==> config.mk <==
export PLATFORM = sky130hd
export DESIGN_NAME = aes_uart_tx_sched
export DESIGN_NICKNAME = d
export VERILOG_FILES = /design/src/rtl/aes_uart_pkg.sv /design/src/rtl/aes_uart_tx_sched_uart_tx.sv /design/src/rtl/aes_uart_tx_sched.sv
export SDC_FILE = /design/constraint.sdc
export NUM_CORES = 1
export LEC_CHECK = 0
export CAP_MARGIN = 15
export CORE_UTILIZATION = 35
export CTS_CLUSTER_SIZE = 24
export DETAILED_ROUTE_END_ITERATION = 12
export DONT_BUFFER_PORTS = 1
export HOLD_SLACK_MARGIN = 0.08
export PLACE_DENSITY_LB_ADDON = 0.12
export SLEW_MARGIN = 20
export SYNTH_ARGS = -nofsm -noshare
export SYNTH_HDL_FRONTEND = slang
export SYNTH_SLANG_ARGS = --single-unit
==> constraint.sdc <==
create_clock -name uart_clock -period 4.8 [get_ports uart_clock]
set_clock_uncertainty 0.15 [all_clocks]
set_input_delay 1.2 -clock uart_clock [delete_from_list [all_inputs] [get_ports uart_clock]]
set_output_delay 1.2 -clock uart_clock [all_outputs]
set_load 0.03 [all_outputs]
==> src/rtl/aes_uart_pkg.sv <==
// Shared types and constants for the AES ciphertext UART transmit scheduler.
package aes_uart_pkg;

  localparam int unsigned BLK_BYTES = 16;
  localparam logic [7:0] FRAME_MARKER = 8'hA5;

  typedef enum logic [2:0] {
    IDLE,
    PULSE,
    WAIT_BUSY,
    WAIT_IDLE,
    NEXT
  } state_t;

endpackage

==> src/rtl/aes_uart_tx_sched_uart_tx.sv <==
// 8N1 UART transmitter: one start pulse while ready sends one frame, LSB first.
module uart_tx #(
  parameter logic [23:0] BAUD_RATE  = 24'd4000000,
  parameter logic [27:0] CLOCK_FREQ = 28'd50000000
) (
  input  logic       uart_clock,
  input  logic       uart_reset,
  input  logic       start,
  input  logic [7:0] data,
  output logic       ready,
  output logic       d_out
);

  localparam int unsigned BIT_CYCLES = int'(CLOCK_FREQ / BAUD_RATE);
  localparam logic [15:0] BAUD_LAST  = 16'(BIT_CYCLES - 1);

  logic        sending;
  logic [9:0]  frame;
  logic [3:0]  bit_cnt;
  logic [15:0] baud_cnt;

  // NOTE: sequential state is written only with non-blocking assignments so every
  // register samples the pre-edge value of its neighbours.
  always_ff @(posedge uart_clock or negedge uart_reset) begin
    if (!uart_reset) begin
      sending  <= 1'b0;
      frame    <= '1;
      bit_cnt  <= '0;
      baud_cnt <= '0;
    end else if (!sending) begin
      if (start) begin
        sending  <= 1'b1;
        frame    <= {1'b1, data, 1'b0};
        bit_cnt  <= '0;
        baud_cnt <= '0;
      end
    end else if (baud_cnt == BAUD_LAST) begin
      baud_cnt <= '0;
      frame    <= {1'b1, frame[9:1]};
      if (bit_cnt == 4'd9) sending <= 1'b0;
      else                 bit_cnt <= bit_cnt + 4'd1;
    end else begin
      baud_cnt <= baud_cnt + 16'd1;
    end
  end

  // Line idles high and is forced high the instant reset drops sending.
  assign d_out = sending ? frame[0] : 1'b1;
  assign ready = !sending;

endmodule

==> src/rtl/aes_uart_tx_sched.sv <==
// Serialises 128-bit AES blocks over UART, MSB byte first, one uart_tx frame per byte.
// Optional build macro TX_FRAME_MARKER_EN prepends an 8'hA5 header byte to every block.
module aes_uart_tx_sched
  import aes_uart_pkg::*;
#(
  parameter logic [23:0] BAUD_RATE  = 24'd4000000,
  parameter logic [27:0] CLOCK_FREQ = 28'd50000000
) (
  input  logic         uart_clock,
  input  logic         uart_reset,
  input  logic         blk_valid,
  input  logic [127:0] blk_data,
  output logic         blk_ready,
  output logic         uart_d_out,
  output logic         busy,
  output logic [4:0]   byte_idx,
  output logic         blk_done
);

  state_t       state, state_nx;
  logic [127:0] shift_reg;
  logic         tx_start, tx_ready, marker_slot, last_byte;
  logic [7:0]   tx_byte;

`ifdef TX_FRAME_MARKER_EN
  localparam logic [4:0] LAST_IDX = 5'(BLK_BYTES);
  assign marker_slot = (byte_idx == 5'd0);
`else
  localparam logic [4:0] LAST_IDX = 5'(BLK_BYTES - 1);
  assign marker_slot = 1'b0;
`endif

  assign last_byte = (byte_idx == LAST_IDX);
  assign tx_byte   = marker_slot ? FRAME_MARKER : shift_reg[127:120];
  assign blk_ready = (state == IDLE);
  assign busy      = (state != IDLE);

  always_ff @(posedge uart_clock or negedge uart_reset) begin
    if (!uart_reset) state <= IDLE;
    else             state <= state_nx;
  end

  // NOTE: every output of this block gets a default first, so no path can
  // leave one unassigned and infer a latch.
  always_comb begin
    state_nx = state;
    tx_start = 1'b0;
    blk_done = 1'b0;
    case (state)
      IDLE:      if (blk_valid) state_nx = PULSE;
      PULSE: begin
        tx_start = 1'b1;
        state_nx = WAIT_BUSY;
      end
      WAIT_BUSY: if (!tx_ready) state_nx = WAIT_IDLE;
      WAIT_IDLE: if (tx_ready)  state_nx = NEXT;
      NEXT: begin
        blk_done = last_byte;
        state_nx = last_byte ? IDLE : PULSE;
      end
      default:   state_nx = IDLE;
    endcase
  end

  // NOTE: the payload register is reset as well, so no ciphertext survives a reset.
  always_ff @(posedge uart_clock or negedge uart_reset) begin
    if (!uart_reset) begin
      shift_reg <= '0;
      byte_idx  <= '0;
    end else if (state == IDLE && blk_valid) begin
      shift_reg <= blk_data;
      byte_idx  <= '0;
    end else if (state == NEXT) begin
      if (!marker_slot) shift_reg <= {shift_reg[119:0], 8'h00};
      byte_idx <= last_byte ? 5'd0 : byte_idx + 5'd1;
    end
  end

  uart_tx #(
    .BAUD_RATE (BAUD_RATE),
    .CLOCK_FREQ(CLOCK_FREQ)
  ) u_uart_tx (
    .uart_clock(uart_clock),
    .uart_reset(uart_reset),
    .start     (tx_start),
    .data      (tx_byte),
    .ready     (tx_ready),
    .d_out     (uart_d_out)
  );

endmodule
# Yosys cells after proc, flatten, opt, wreduce, memory -nomap -nowiden
# Index checks and enable logic that the tools add are counted.
dict set report totals {
  regBits 167
  inputBits 131
  out_inout_bits 9
  wordCells 57
}
dict set report classes {
  n_addsub 3
  n_eq_ne 12
  n_mux 27
  n_reduce_logical 8
}
# cell count
set op_table {}
lappend op_table {{$mux 128} 2}
lappend op_table {{$mux 16} 3}
lappend op_table {{$mux 10} 3}
lappend op_table {{$add 16x1->16 const B} 1}
lappend op_table {{$eq 16x4->1 const B} 1}
lappend op_table {{$mux 4} 4}
lappend op_table {{$mux 5} 3}
lappend op_table {{$pmux 3 s5} 1}
lappend op_table {{$mux 3} 3}
lappend op_table {{$mux 1} 8}
lappend op_table {{$ne 2x2->1 const B} 4}
lappend op_table {{$eq 3x2->1 const B} 2}
lappend op_table {{$reduce_and 3->1} 2}
lappend op_table {{$add 5x1->5 const B} 1}
lappend op_table {{$eq 5x4->1 const B} 1}
lappend op_table {{$add 4x1->4 const B} 1}
lappend op_table {{$eq 4x4->1 const B} 1}
lappend op_table {{$reduce_bool 2->1} 2}
lappend op_table {{$eq 3x1->1 const B} 1}
lappend op_table {{$eq 3x3->1 const B} 1}
lappend op_table {{$logic_not 3->1} 1}
lappend op_table {{$reduce_bool 3->1} 1}
lappend op_table {{$ne 2x1->1 const B} 1}
lappend op_table {{$reduce_and 2->1} 1}
lappend op_table {{$logic_and 1x1->1} 1}

# Longest topological paths before layout
dict set report logic_depth {
  word_depth 4
  mapped_depth 7
  ltp_nobuf 6
}

# Hierarchy
# Synthesis repeated with hierarchy kept, for this count alone.
dict set report unflattened {
  cells_unflattened 769
  area_unflattened_um2 7637.3
}
# module n_inst cells_per_inst area_per_inst_um2 seq_area_each_um2
set by_module_without_submodules {}
lappend by_module_without_submodules {aes_uart_tx_sched 1 595 5910.7 3403.3}
lappend by_module_without_submodules {uart_tx 1 174 1726.7 762.0}

# Least setup slack after synthesis
# OpenSTA, ideal clock, no wires.
dict set report synth_timing {
  path_type {register to output}
  start {reg byte_idx[0]}
  end {out blk_done}
  arrival_ns 1.893
  required_ns 3.450
  path_slack_ns 1.557
  path_stages_with_launch 4
  path_cell_list {dfrtp_1 -> ha_1 -> nand4b_1 -> nor4_1}
}
dict set report synth_between {
  elab_chain_cells 2
}
# item line_no
set synth_rtl {}
lappend synth_rtl {{start: declaration} aes_uart_tx_sched.sv:16} ;# output logic [4:0] byte_idx,
lappend synth_rtl {{start signal: assignment} aes_uart_tx_sched.sv:75} ;# byte_idx <= last_byte ? 5'd0 : byte_idx + 5'd1;
lappend synth_rtl {{$eq 5x4->1} aes_uart_tx_sched.sv:33} ;# assign last_byte = (byte_idx == LAST_IDX);
lappend synth_rtl {{$mux 1} aes_uart_tx_sched.sv:49} ;# case (state)
lappend synth_rtl {{end: declaration} aes_uart_tx_sched.sv:17} ;# output logic blk_done
# Every way passes these cells.

# Worst setup path after layout
# Ends and elaborated chain as after synthesis.

==> key figures <==
Run status
  • Status: completed

Clock tree
  • Max clock buf depth: 2
  • Clock Sinks: 166
  • Worst skew pair latency: 0.43 ns
  • Worst-path clk slew: 0.07 ns
  • TritonCTS Buffers: 17
  • Root Buffer: clkbuf_16
  • Post-CTS resize count: 0
  • Hold buffers post-CTS: 0
  • CTS tree: built
  • Buffer count from post-CTS setup fixing: 0
  • H-tree level count: 4

Global routing
  • Initial antenna violation count: 0
  • Number of global-route vias before repair: 5,425
  • Total GRT Usage: 17.5%
  • Global-route wire length before repair: 29,800 µm
  • GR Util met3: 6.74%
  • GRT busiest layer: met2
  • GRT Residual Overflow: 0
  • GR met1 Demand/Resource: 23.6%
  • Largest net degree at the start of global routing: 167
  • Met2 usage: 26.2%

Timing
  • Final TNS setup: 0 ns
  • Final Max Tran Viols: 0
  • Fin crit share: 74.3%
  • Rel. slew slack: 34.8%
  • Slew of the pin with the lowest slew margin: 0.971 ns
  • Period minus WS final: 3.57 ns
  • Final count of negative-setup-slack endpoints: 0
  • Final hold violation count: 0
  • Peak Freq: 280 MHz
  • RSZ-0062 raised after global routing: no
  • Min Hold Slack: 0.321 ns
  • Final setup margin: 1.23 ns

Yosys
  • Post-Syn Area per Cell: 9.87 µm²
  • Count of flip-flops with a built-in enable after synthesis: 0
  • Post-Synthesis Cell Area: 0.00739 mm²
  • Ys async rst share: 100%
  • Yosys warns: 0
  • Synthesized net count: 884
  • Syn Inst Count: 749
  • Sequential area share after synthesis: 56.4%
  • Synth unique cells: 52
  • #FFs+latches synth: 166
  • Post-synth top flop: dfrtp_1

Route
  • Residual DRC: 0
  • Vias: 5,438
  • Via-to-Cell Ratio: 5.42
  • Wire per inst: 18.4 µm
  • TritonRoute pass-1 iters: 5
  • DRT iter0 DRCs: 406
  • Detail Route Antenna Nets: 0
  • Routed WL: 18,400 µm

Final layout
  • Diode count: 0
  • Largest register FFs: 128
  • Finished Cell Area: 0.00816 mm²
  • Final core occ: 39.8%
  • Final non-filler cell total: 1,004
  • Nets: 856
  • P&R area growth vs syn: 10.3%
  • Layout cell share with drive strength beyond 1: 9.40%
  • Fillers: 2,025

Placement
  • Placed cell areas: 0.00760 mm²
  • Placed insts: 972
  • Pre-CTS setup slack: 1.72 ns
  • PortBufs: 0
  • Gp weighted congestion: 0.800
  • DP HPWL: 11,400 µm

Worst setup path
  • Critical path type: register to output port
  • Critical path peak fanout: 6
  • Worst setup EP type: output port
  • Reg2reg setup slack: 2.23 ns
  • Crit path launch type: register
  • Worst EP arrival: 2.22 ns
  • Worst Path Required: 3.45 ns

Die
  • Chip Width: 147 µm
  • Core Area: 0.0205 mm²
  • Row count: 52
  • Initial Utilization: 36.1%
  • Die area: 0.0217 mm²
  • Boundary Pins: 140
  • DIE HEIGHT: 147 µm

Min path
  • Worst hold-check path type: primary input to asynchronous set/reset pin

Run
  • Max-cap violations: 0

Pwr
  • Power density cells: 576 mW/mm²
  • Worst vdd rail ir drop: 0.240 mV
  • Tot Pwr: 4.70 mW
  • Leakage power total: 3.75 nW
## layer usage
metal / up-vias / part of all wire [%]
met4: 0 / 1.2
li1: 2591 / -
met2: 130 / 46
met5: - / 0
met1: 2705 / 45
met3: 12 / 7.6
## critical path, stage by stage, from the launching register on
cell,delay (ns)
dfrtp_1,0.59
ha_1,0.30
nand4b_1,0.36
nor4_1,0.31
buf_4,0.22
## power by group
group | switching [mW] | internal, mW | total (mW)
Sequential | 0.464 | 2.04 | 2.51
Clock | 0.613 | 0.693 | 1.31
Combinational | 0.475 | 0.411 | 0.886
Total | 1.55 | 3.15 | 4.70
## cell usage after synthesis, drive strengths merged, types with 3 or more instances
master,n,share of area (%)
nand2,251,13
dfrtp,157,53
a22oi,111,11
clkbuf,31,1.6
o21ai,24,1.7
buf,21,1.5
mux2i,16,2.2
nand3,16,1.3
mux2,15,2.3
a22o,11,1.3
a21oi,9,0.61
dfstp,9,3.2
nand4,7,0.59
nor2,7,0.36
a31oi,6,0.51
nor4,6,0.51
inv,5,0.25
ha,4,0.68
nor3,4,0.27
and3,3,0.25
nand2b,3,0.25
or4,3,0.36
## path summary, 6_finish.rpt
kind,start,endpoint,cells after the start
setup / recovery,byte_idx[0]$_DFFE_PN0P_,blk_done,4
hold / removal,uart_reset,u_uart_tx.bit_cnt[1]$_DFFE_PN0P_,0
setup reg to reg,u_uart_tx.sending$_DFF_PN0_,u_uart_tx.baud_cnt[14]$_DFFE_PN0P_,5
hold reg to reg,shift_reg[92]$_DFFE_PN0P_,shift_reg[92]$_DFFE_PN0P_,2
max in group asynchronous,uart_reset,u_uart_tx.frame[3]$_DFFE_PN1P_,0
min in group uart_clock,shift_reg[92]$_DFFE_PN0P_,shift_reg[92]$_DFFE_PN0P_,2
## placed cells by master, fill, tap and decap left out, types with 2 or more instances in the layout
cell type   instances
clkbuf_16          17
o22ai_1             2
clkinv_4            4
nand3b_1            2
nand2b_1            3
o21ai_0            22
mux2_2             15
dfrtp_1           157
buf_4               2
or4_1               2
buf_12              3
a22o_1             11
a21oi_1             9
nand2_1           251
inv_6               6
nor3_1              4
clkinvlp_4          2
mux2i_1            16
nor2b_1             2
a21o_1              2
nor2_1              5
inv_1               5
and4_1              2
dfstp_2             9
nand3_1            15
a22oi_1           111
ha_1                4
nor4_1              6
a31oi_1             6
o211ai_1            2
and3_1              3
nand4_1             7
## kinds of logic after synthesis
logic type / Yosys count / share of synthesized area, %
and+or+nand+nor: 316 / 18.4
AOI/OAI and AO/OA: 173 / 16.7
DFF: 166 / 56.4
buffers and inverters: 58 / 3.37
muxes: 31 / 4.45
adders and majority gates: 4 / 0.677
xor gates and xnor gates: 1 / 0.119
## cell type report
| cell class | count | area (µm²) | area share, % |
|---|---|---|---|
| Sequential cell | 166 | 4170 | 51.1 |
| Inverter | 6 | 22.5 | 0.276 |
| Clock inverter | 13 | 114 | 1.40 |
| Tap cell | 270 | 338 | 4.14 |
| Timing Repair Buffer | 5 | 75.1 | 0.921 |
| Multi-Input combinational cell | 525 | 3000 | 36.8 |
| Clock buffer | 19 | 443 | 5.43 |
Power figures use the tool's default switching activity.
